===== config.mk =====
export PLATFORM = sky130hd
export DESIGN_NAME = ucode_issue_stage
export DESIGN_NICKNAME = d
export VERILOG_FILES = /design/src/rtl/isa_pkg.sv /design/src/rtl/issue_slot.sv /design/src/rtl/ucode_issue_stage.sv
export SDC_FILE = /design/constraint.sdc
export NUM_CORES = 1
export LEC_CHECK = 0
export CAP_MARGIN = 15
export CELL_PAD_IN_SITES_DETAIL_PLACEMENT = 1
export CELL_PAD_IN_SITES_GLOBAL_PLACEMENT = 1
export CORE_MARGIN = 5
export CORE_UTILIZATION = 32
export DETAILED_ROUTE_END_ITERATION = 8
export GPL_ROUTABILITY_DRIVEN = 0
export GPL_TIMING_DRIVEN = 0
export PLACE_DENSITY_LB_ADDON = 0.15
export SLEW_MARGIN = 15
export SYNTH_ARGS = -nofsm -noshare
export SYNTH_HDL_FRONTEND = slang
export SYNTH_SLANG_ARGS = --single-unit

===== constraint.sdc =====
create_clock -name clk -period 3.05 [get_ports clk]
set_input_delay 0.61 -clock clk [delete_from_list [all_inputs] [get_ports clk]]
set_output_delay 0.61 -clock clk [all_outputs]
set_load 0.05 [all_outputs]

===== src/rtl/isa_pkg.sv =====
// isa_pkg: shared opcodes, instruction field positions and issue-stage states
package isa_pkg;
  localparam int OPC_HI = 31;
  localparam int OPC_LO = 25;
  localparam int DST_HI = 24;
  localparam int DST_LO = 21;
  localparam int SRC_HI = 20;
  localparam int SRC_LO = 17;
  localparam int IMM_HI = 15;
  localparam int IMM_LO = 0;
  localparam logic [6:0] OPC_MUL = 7'b0110011;
  localparam logic [6:0] OPC_MOV = 7'b0000001;
  localparam logic [6:0] OPC_ADD = 7'b0000010;
  localparam logic [6:0] OPC_SUB = 7'b0000011;
  localparam logic [31:0] NOP_INSTR = {5'b11001, 27'b0};
  typedef enum logic [1:0] {S_PASS, S_START, S_WAIT, S_UCODE} issue_state_e;
endpackage


===== src/rtl/issue_slot.sv =====
// issue_slot: one-entry valid/data output register with load, consume and flush
module issue_slot #(
  parameter int W = 32,
  parameter logic [W-1:0] EMPTY = '0
) (
  input  logic         clk,
  input  logic         rst,
  input  logic         load,
  input  logic         consume,
  input  logic         flush,
  input  logic [W-1:0] load_data,
  output logic         valid,
  output logic [W-1:0] data
);
  logic         valid_d, valid_q;
  logic [W-1:0] data_d, data_q;
  // flush beats load, load beats consume; an empty slot always shows EMPTY
  always_comb begin
    valid_d = flush ? 1'b0 : load ? 1'b1 : consume ? 1'b0 : valid_q;
    data_d  = flush ? EMPTY : load ? load_data : consume ? EMPTY : data_q;
  end
  // slot register
  always_ff @(posedge clk or posedge rst) begin
    if (rst) begin
      valid_q <= 1'b0;
      data_q  <= EMPTY;
    end else begin
      valid_q <= valid_d;
      data_q  <= data_d;
    end
  end
  assign valid = valid_q;
  assign data  = data_q;
endmodule


===== src/rtl/ucode_issue_stage.sv =====
// ucode_issue_stage: forwards IF words to ID, expanding MULs into a microcode MOV/ADD/SUB stream
module ucode_issue_stage #(
  parameter logic [6:0]  MUL_OPCODE = isa_pkg::OPC_MUL,
  parameter logic [31:0] NOP_INSTR  = isa_pkg::NOP_INSTR
) (
  input  logic        clk,
  input  logic        rst,
  input  logic        flush,
  input  logic        if_valid,
  input  logic [31:0] if_instr,
  output logic        if_ready,
  output logic        id_valid,
  output logic [31:0] id_instr,
  input  logic        id_ready,
  output logic        start_mul,
  output logic [3:0]  mul_dest,
  output logic [3:0]  mul_source,
  output logic [15:0] mul_imm,
  input  logic        uc_busy,
  input  logic [31:0] uc_instr,
  output logic        uc_advance,
  output logic [15:0] mul_cnt
);
  import isa_pkg::*;
  issue_state_e state_d, state_q;
  logic        start_mul_d, start_mul_q;
  logic [3:0]  mul_dest_d, mul_dest_q;
  logic [3:0]  mul_source_d, mul_source_q;
  logic [15:0] mul_imm_d, mul_imm_q;
  logic [15:0] mul_cnt_d, mul_cnt_q;
  logic        slot_free, is_mul, mul_go, slot_load, slot_flush;
  logic [31:0] slot_data;
  assign slot_free  = !id_valid || id_ready;
  assign if_ready   = (state_q == S_PASS) && slot_free;
  assign uc_advance = (state_q == S_UCODE) && uc_busy && slot_free;
  assign is_mul     = if_instr[OPC_HI:OPC_LO] == MUL_OPCODE;
  assign mul_go     = if_valid && if_ready && is_mul && !flush;
  assign slot_flush = flush && (state_q == S_PASS);
  assign slot_load  = (if_valid && if_ready && !is_mul) || uc_advance;
  assign slot_data  = uc_advance ? uc_instr : if_instr;
  issue_slot #(.W(32), .EMPTY(NOP_INSTR)) u_slot (
    .clk       (clk),
    .rst       (rst),
    .load      (slot_load),
    .consume   (id_ready),
    .flush     (slot_flush),
    .load_data (slot_data),
    .valid     (id_valid),
    .data      (id_instr)
  );
  // sequence control: a MUL leaves PASS, and the sequence ends when the controller drops busy
  always_comb begin
    state_d   = state_q;
    mul_cnt_d = mul_cnt_q;
    case (state_q)
      S_PASS:  state_d = mul_go ? S_START : S_PASS;
      S_START: state_d = S_WAIT;
      S_WAIT:  state_d = uc_busy ? S_UCODE : S_WAIT;
      S_UCODE: begin
        state_d   = uc_busy ? S_UCODE : S_PASS;
        mul_cnt_d = uc_busy ? mul_cnt_q : mul_cnt_q + 16'd1;
      end
      default: state_d = S_PASS;
    endcase
  end
  // operands are captured only when a MUL is really taken, and held until the next one
  always_comb begin
    start_mul_d  = mul_go;
    mul_dest_d   = mul_go ? if_instr[DST_HI:DST_LO] : mul_dest_q;
    mul_source_d = mul_go ? if_instr[SRC_HI:SRC_LO] : mul_source_q;
    mul_imm_d    = mul_go ? if_instr[IMM_HI:IMM_LO] : mul_imm_q;
  end
  // state and registered outputs
  always_ff @(posedge clk or posedge rst) begin
    if (rst) begin
      state_q      <= S_PASS;
      start_mul_q  <= 1'b0;
      mul_dest_q   <= '0;
      mul_source_q <= '0;
      mul_imm_q    <= '0;
      mul_cnt_q    <= '0;
    end else begin
      state_q      <= state_d;
      start_mul_q  <= start_mul_d;
      mul_dest_q   <= mul_dest_d;
      mul_source_q <= mul_source_d;
      mul_imm_q    <= mul_imm_d;
      mul_cnt_q    <= mul_cnt_d;
    end
  end
  assign start_mul  = start_mul_q;
  assign mul_dest   = mul_dest_q;
  assign mul_source = mul_source_q;
  assign mul_imm    = mul_imm_q;
  assign mul_cnt    = mul_cnt_q;
endmodule


* Word level (Yosys, flattened, before mapping)
Cells that the tools add are included.
** Word-level totals
- Bits of input ports :: 70
- ROM bits :: 0
- Latch bits :: 0
- Logic and storage cells :: 41
- Output and inout port bits :: 76
- Bits in writable memories :: 0
- Register bits :: 76
- Memories kept :: 0
** Cells by class
- Multiplexer cells :: 11
- $add $sub $neg :: 1
- Reductions and logical operators :: 16
- Divide/modulo/power cells :: 0
- Multipliers :: 0
- Order comparisons :: 0
- Bitwise logic cells :: 1
- Shift-type cells :: 0
- Eq/ne operators :: 4
** Operator list (count)
- $mux 32 :: 4
- $add 16x1->16 const B :: 1
- $logic_and 1x1->1 :: 8
- $pmux 2 s4 :: 1
- $eq 7x6->1 const B :: 1
- $mux 1 :: 5
- $eq 2x2->1 const B :: 2
- $logic_not 1->1 :: 3
- $reduce_bool 3->1 :: 1
- $eq 2x1->1 const B :: 1
- $logic_not 2->1 :: 1
- $logic_or 1x1->1 :: 2
- $mux 2 :: 1
- $reduce_and 2->1 :: 1
- $not 1->1 :: 1

* Logic depth before layout (Yosys ltp)
Gate-level depths: netlist of run 1.
- Word-level depth :: 8
- Mapped depth :: 6

* By module
A second synthesis of run 1 with hierarchy kept.
** Unflattened totals
- Cell total of the unflattened synthesis :: 251
- Area, all modules :: 3482.1 sq um
** Modules (own cells, without submodules)
- ucode_issue_stage :: area each 2170.8 sq um, sequential area each 1076.0 sq um, times used 1, cells each 164
- issue_slot :: area each 1311.3 sq um, sequential area each 829.5 sq um, times used 1, cells each 87

* Worst setup path after synthesis of run 1
No wires, ideal clock.
- Path type :: register to output
- Start point :: register u_slot.valid_q (netlist: u_slot.valid)
- End point :: output uc_advance
- Path slack :: 814 ps
- Data required time :: 2440 ps
- Cell stages (with the launch flop) :: 5
- Arrival :: 1626 ps
- Cell sequence :: dfrtp_1 > nand2b_1 > nand4_1 > inv_1 > clkbuf_1
** On the way
- Cells in the longest elaborated chain, start to end :: 3
** Ends and longest elaborated chain
- from (decl) :: RTL line issue_slot.sv:15 : logic valid_d, valid_q;
- from (signal assigned) :: RTL line issue_slot.sv:28 : valid_q <= valid_d;
- $logic_not 1->1 :: RTL line ucode_issue_stage.sv:33 : assign slot_free = !id_valid || id_ready;
- $logic_or 1x1->1 :: RTL line ucode_issue_stage.sv:33
- $logic_and 1x1->1 :: RTL line ucode_issue_stage.sv:35 : assign uc_advance = (state_q == S_UCODE) && uc_busy && slot_free;
- to (decl) :: RTL line ucode_issue_stage.sv:21 : output logic uc_advance,
Every way passes these cells.

* Worst setup path after layout of run 1
- Start point :: input id_ready
- End point :: output uc_advance
** On the way
- Cells in the longest elaborated chain, start to end :: 2
** Ends and longest elaborated chain
- from (decl) :: RTL line ucode_issue_stage.sv:14 : input logic id_ready,
- $logic_or 1x1->1 :: RTL line ucode_issue_stage.sv:33
- $logic_and 1x1->1 :: RTL line ucode_issue_stage.sv:35
Every way passes these cells.

==> results.sh, run 1 <==
export IMPL_post_synth_top_count_cell="dfrtp_1"
export IMPL_start_kind="primary input"
export IMPL_skew_ns=0.0132
export IMPL_fin_ws_ns=0.147
export IMPL_grt_max_degree=41
export IMPL_grt_antenna_before_repair=0
export IMPL_syn_inst=245
export IMPL_htreeDepth=3
export IMPL_pre_cts_slack_ns=-0.724
export IMPL_crit_family="buffers and inverters"
export IMPL_final_setup_tns_ns=0
export IMPL_timing_final_crit_period_ns=2.90
export IMPL_max_slew_margin=0.637
export IMPL_fin_crit_sh=0.952
export IMPL_min_path_type="flop to flop"
export IMPL_combPwrFrac=0.421
export IMPL_die_height_um=111
export IMPL_ant_nets=0
export IMPL_clock_fmax_mhz=344
export IMPL_vias_per_cell=4.83
export IMPL_cp_arrival_ns=2.29
export IMPL_slowest_delay_ns=0.52
export IMPL_worstRegToRegCells=5
export IMPL_endpoint_kind="primary output"
export IMPL_numCtsBuffers=9
export IMPL_gr_total_overflow=0
export IMPL_syn_avg_cell_area_um2=13.3
export IMPL_synth_cell_types=31
export IMPL_cts_tree="done"
export IMPL_path_max_fanout=6
export IMPL_syn_area_um2=3260
export IMPL_nNetsFinal=474
export IMPL_dp_hpwl_mm=7.69
export IMPL_wl_met3_um=521
export IMPL_start_util=0.331
export IMPL_yosysTopAreaCell="dfrtp_1"
export IMPL_power_density_nw_per_um2=774
export IMPL_area_delta_synth_final_pct=58.4
export IMPL_drtIter0Drc=73
export IMPL_core_area_um2=9860
export IMPL_dr_pass1_iters=4
export IMPL_highest_layer="met4"
export IMPL_cp_endpoint="uc_advance"
export IMPL_async_flop_share=1.00
export IMPL_synth_top_cell_area_share=0.560
export IMPL_cp_depth=5
export IMPL_synth_area_top_cells="dfrtp_1, a221o_1, mux2_1"
export IMPL_path_class="primary input to primary output"
export IMPL_root_buffer="clkbuf_8"
export IMPL_rows=36
export IMPL_n_fill_cell=1047
export IMPL_clk_latency_ns=0.35
export IMPL_diodes=0
export IMPL_fp_dieW_um=111
export IMPL_design_die_area_um2=12300
export IMPL_clk_pin_slew_worst_paths_ns=0.08
export IMPL_ys_ff_latch=76
export IMPL_first_global_vias=3002
export IMPL_io_buffers=145
export IMPL_hold_viol=0
export IMPL_grt_use_total=0.171
export IMPL_path_buf_inv=3
export IMPL_dr_total_vias=2612
export IMPL_drc=0
export IMPL_wl_per_cell_um=18.8
export IMPL_synthFlopType="dfrtp_1"
export IMPL_cap_violations=0
export IMPL_timing_rr_start="state_q[1]$_DFF_PP0_"
export IMPL_power_switching_mw=1.57
export IMPL_pin_count=146
export IMPL_drive_above_1_share=0.105
export IMPL_grt_pass1_wl_mm=16.8
export IMPL_setup_viol_count_final=0
export IMPL_ys_warn_count=0
export IMPL_path_cells="clkdlybuf4s50_1, nand2b_1, nand4_1, clkinvlp_4, clkdlybuf4s15_2"
export IMPL_synth_common_cells="dfrtp_1, and2_1, a221o_1, mux2_1, nand2_1"
export IMPL_clock_sinks=76
export IMPL_wirelength_met1_mm=4.43
export IMPL_ys_seq_area_frac=0.584
export IMPL_synth_edf_count=0
export IMPL_syn_nets=316
export IMPL_cp_slowest_cell="clkdlybuf4s50_1"
export IMPL_p_clk_frac=0.241
export IMPL_p_int_mw=2.43
export IMPL_worst_slew_pin_slew_ns=0.543
export IMPL_status="finished, final reports clean"
export IMPL_finalWirelength_mm=10.2
export IMPL_p_seq_frac=0.338
export IMPL_p_leak_nw=2.32
export IMPL_r2r_slack_ns=0.88
export IMPL_drv_slew=0
export IMPL_p_sw_frac=0.393
export IMPL_dr_wl_met2_mm=5.09
export IMPL_clk_path_buf_depth=2
export IMPL_irDropWorstVdd_mv=0.359
export IMPL_rsz0062_at_grt="false"
export IMPL_rr_endpoint="mul_source[3]$_DFFE_PP0P_"
export IMPL_worst_ep_required_time_ns=2.44
export IMPL_critical_path_startpoint="id_ready"
-- registers in the layout, indices dropped and copies added (netlist names) --
signal / cells
u_slot.valid: 1
state_q: 2
mul_cnt: 16
mul_source: 4
mul_dest: 4
u_slot.data: 32
mul_imm: 16
start_mul: 1
-- worst min-delay path by stage --
stage	cells after the start	endpoint	slack, ns	startpoint
3_3_place_gp	1	mul_dest[1]$_DFFE_PP0P_	0.47	mul_dest[1]$_DFFE_PP0P_
3_5_place_dp	2	u_slot.data[27]$_DFFE_PP1P_	0.47	u_slot.data[27]$_DFFE_PP1P_
5_1_grt	2	u_slot.data[30]$_DFFE_PP1P_	0.51	u_slot.data[30]$_DFFE_PP1P_
2_1_floorplan	1	state_q[0]$_DFF_PP0_	0.51	state_q[1]$_DFF_PP0_
4_1_cts	2	u_slot.data[27]$_DFFE_PP1P_	0.49	u_slot.data[27]$_DFFE_PP1P_
6_report	2	u_slot.data[30]$_DFFE_PP1P_	0.48	u_slot.data[30]$_DFFE_PP1P_
-- per-layer routing --
layer,vias up,track usage
met5,-,0
li1,1206,-
met4,0,0.0542
met1,1314,0.210
met3,8,0.0491
met2,84,0.290
-- layout make-up --
type	count	area (µm²)	area share
flip-flops and latches	76	1910	0.368
repair buffers	148	1490	0.288
multi-input cells	149	1220	0.236
well taps	133	166	0.0322
clock buffers	12	155	0.0300
plain buffers	11	103	0.0198
clock inverters	4	95.1	0.0184
inverters	8	36.3	0.00702
-- cell families (layout without fill, tap and decap cells) --
group           after synthesis  count (layout)  share of synthesized area
fa+ha+maj                     1               1                    0.00383
buf+inv                      20             183                     0.0418
mux                          25              25                     0.0862
simple gates                 73              73                      0.135
xor+xnor                     15              15                     0.0402
compound gates               35              35                      0.110
flops                        76              76                      0.584
-- cell usage in the layout (no fill, tap or decap), types with 2 or more instances in the layout --
cell / n
clkbuf_8: 11
mux2_2: 7
nand2_1: 11
nand3_1: 3
xnor2_1: 10
dfrtp_1: 73
dfstp_2: 3
and3_1: 3
clkbuf_1: 3
nor3_1: 2
bufinv_16: 3
buf_4: 2
a221oi_1: 3
nand4_1: 5
a221o_1: 29
inv_1: 6
and2_1: 31
buf_6: 8
clkdlybuf4s50_1: 144
xor2_1: 5
nor2_1: 10
mux2_1: 18
-- through the flow --
stage	hold WS, ns	total power, mW	cells	instance area [µm²]	util
global placement	0.466	3.04	523	4880	0.495
CTS	0.486	4.05	539	5160	0.523
finish	0.481	4.00	541	5170	0.524
detailed placement	0.471	3.07	524	4900	0.497
floorplan	0.515	2.42	245	3260	-
global route	0.507	4.20	541	5170	0.524
-- worst register-to-register path: stages, from the launching register on --
cell	delay [ns]
dfrtp_1	0.43
nor2_1	0.22
and3_1	0.30
nor3b_4	0.51
buf_6	0.25
mux2_1	0.35
-- power by group through the flow --
stage | Sequential [mW] | Clock (mW) | Combinational, mW
6_report | 1.35 | 0.964 | 1.69
5_1_grt | 1.39 | 1.03 | 1.77
4_1_cts | 1.36 | 0.987 | 1.70
3_5_place_dp | 1.37 | 0 | 1.70
3_3_place_gp | 1.37 | 0 | 1.68
2_1_floorplan | 2.00 | 0 | 0.416
-- timing repair --
action	CTS	global route
buffers inserted	0	2
cloned	0	0
gates resized for setup	4	0
hold buffers	0	0
setup endpoints to repair	1	1
Note: power is estimated with default switching activity, not from simulation.
==> run 2: changes to the inputs <==
- SLEW_MARGIN: 15 -> 40
==> results.sh, run 2 (synthesis gave the netlist of run 1 again) <==
export IMPL_path_class="primary input to primary output"
export IMPL_cp_common_cell="clkdlybuf4s50_1"
export IMPL_start_util=0.331
export IMPL_htreeDepth=3
export IMPL_cts_tree="done"
export IMPL_power_density_nw_per_um2=746
export IMPL_worstRegToRegCells=5
export IMPL_max_slew_margin=0.645
export IMPL_post_route_util=0.518
export IMPL_n_fill_cell=1044
export IMPL_clk_path_buf_depth=2
export IMPL_cp_arrival_ns=2.29
export IMPL_fin_crit_sh=0.951
export IMPL_fin_hold_ws_ns=0.485
export IMPL_crit_family="buffers and inverters"
export IMPL_largest_reg_flops=32
export IMPL_skew_ns=0.0103
export IMPL_area_delta_synth_final_pct=56.5
export IMPL_rsz0062_at_grt="false"
export IMPL_drc=0
export IMPL_nNetsFinal=473
export IMPL_cts_hold_buf=0
export IMPL_final_common_cell="clkdlybuf4s50_1"
export IMPL_layoutNonFillerInstCount=540
export IMPL_grt_pass1_wl_mm=16.9
export IMPL_drive_above_1_share=0.103
export IMPL_critical_path_startpoint="id_ready"
export IMPL_finalWirelength_mm=10.3
export IMPL_io_buffers=145
export IMPL_clock_sinks=76
export IMPL_layout_common_cells="clkdlybuf4s50_1, dfrtp_1, and2_1"
export IMPL_met3_usage=0.0437
export IMPL_cp_slowest_cell="clkdlybuf4s50_1"
export IMPL_design_die_area_um2=12300
export IMPL_dp_hpwl_mm=7.72
export IMPL_grt_antenna_before_repair=0
export IMPL_start_kind="primary input"
export IMPL_path_max_fanout=4
export IMPL_core_area_um2=9860
export IMPL_path_buf_inv=2
export IMPL_diodes=0
export IMPL_setup_viol_count_final=0
export IMPL_ant_nets=0
export IMPL_timing_rr_start="state_q[1]$_DFF_PP0_"
export IMPL_total_power_mw=3.81
export IMPL_dp_cells=524
export IMPL_root_buffer="clkbuf_8"
export IMPL_status="finished, final reports clean"
export IMPL_register_area_um2=1910
export IMPL_hold_viol=0
export IMPL_irDropWorstVdd_mv=0.385
export IMPL_worst_ep_required_time_ns=2.44
export IMPL_fp_dieW_um=111
export IMPL_use_met1=0.215
export IMPL_gr_total_overflow=0
export IMPL_timing_final_crit_period_ns=2.90
export IMPL_numCtsBuffers=9
export IMPL_rows=36
export IMPL_worstHoldPathCells=2
export IMPL_clk_pin_slew_worst_paths_ns=0.07
export IMPL_slowest_delay_ns=0.81
export IMPL_min_path_type="flop to flop"
export IMPL_final_setup_tns_ns=0
export IMPL_grt_use_met2=0.290
export IMPL_p_leak_nw=2.29
export IMPL_drv_slew=0
export IMPL_cp_depth=4
export IMPL_drtIter0Drc=97
export IMPL_path_cells="clkdlybuf4s50_1, nand2b_1, and2_1, clkdlybuf4s50_1"
export IMPL_first_global_vias=3065
export IMPL_dr_total_vias=2631
export IMPL_pin_count=146
export IMPL_clock_fmax_mhz=345
export IMPL_grt_max_degree=41
export IMPL_vias_per_cell=4.87
export IMPL_die_height_um=111
export IMPL_wl_per_cell_um=19.0
export IMPL_clk_latency_ns=0.36
export IMPL_dr_pass1_iters=4
export IMPL_min_from="u_slot.data[30]$_DFFE_PP1P_"
export IMPL_endpoint_kind="primary output"
export IMPL_cap_violations=0
export IMPL_grt_busiest_layer="met2"
export IMPL_multi_input_area_um2=1220
export IMPL_worst_slew_pin_slew_ns=0.531
export IMPL_grt_use_total=0.175
==> run 2: cell types whose count changed in the layout (fill, tap and decap cells not counted), sizes merged <==
cell    delta
inv        +1
clkinv     +2
clkbuf     -1
bufinv     -2
buf        -1
==> run 2: power breakdown <==
group | internal, mW | leakage, nW | switching, mW | total, mW
combinational | 0.632 | 1.17 | 1.05 | 1.68
clock | 0.396 | 0.0991 | 0.375 | 0.771
sequential | 1.21 | 1.02 | 0.146 | 1.36
==> run 2: routing by layer <==
| layer | share of wire | vias to the layer above |
|---|---|---|
| met5 | 0 | - |
| met4 | 0.019 | 0 |
| met3 | 0.051 | 14 |
| met2 | 0.50 | 84 |
| met1 | 0.43 | 1323 |
| li1 | - | 1210 |
==> run 2: final cells by class <==
cell class | instances | share of cell area
well taps | 133 | 0.0326
multi-input cells | 149 | 0.239
clock inverters | 5 | 0.0103
flip-flops and latches | 76 | 0.373
inverters | 8 | 0.00735
clock buffers | 11 | 0.0277
plain buffers | 11 | 0.0201
repair buffers | 147 | 0.290
==> run 2: worst paths after layout <==
| check | end | slack [ns] |
|---|---|---|
| setup / recovery | if_ready | 0.15 |
| hold / removal | u_slot.data[30]$_DFFE_PP1P_ | 0.48 |
| setup reg to reg | mul_dest[2]$_DFFE_PP0P_ | 0.88 |
| hold reg to reg | u_slot.data[30]$_DFFE_PP1P_ | 0.48 |
| max in group asynchronous | u_slot.data[31]$_DFFE_PP1P_ | 1.80 |
| min in group asynchronous | u_slot.data[11]$_DFFE_PP0P_ | 0.65 |
==> run 2: timing repair <==
action,4_1_cts,5_1_grt
endpoints found under the setup margin,1,1
pin swaps,0,1
endpoints found under the hold margin,0,0
gates resized for setup,4,1
buffers inserted,0,1
==> run 2: per-stage QoR <==
step                      setup WS [ns]  instance area [µm²]
after floorplan                   0.507                 3260
after global placement           -0.897                 4880
after detailed placement         -0.731                 4910
after CTS                        0.0549                 5100
after global routing             0.0588                 5110
final                             0.148                 5110
==> run 2: tightest hold or removal path, cell delays in order (launching register included) <==
cell and delay (ns):
dfstp_2 0.37, inv_1 0.05, a221oi_1 0.07
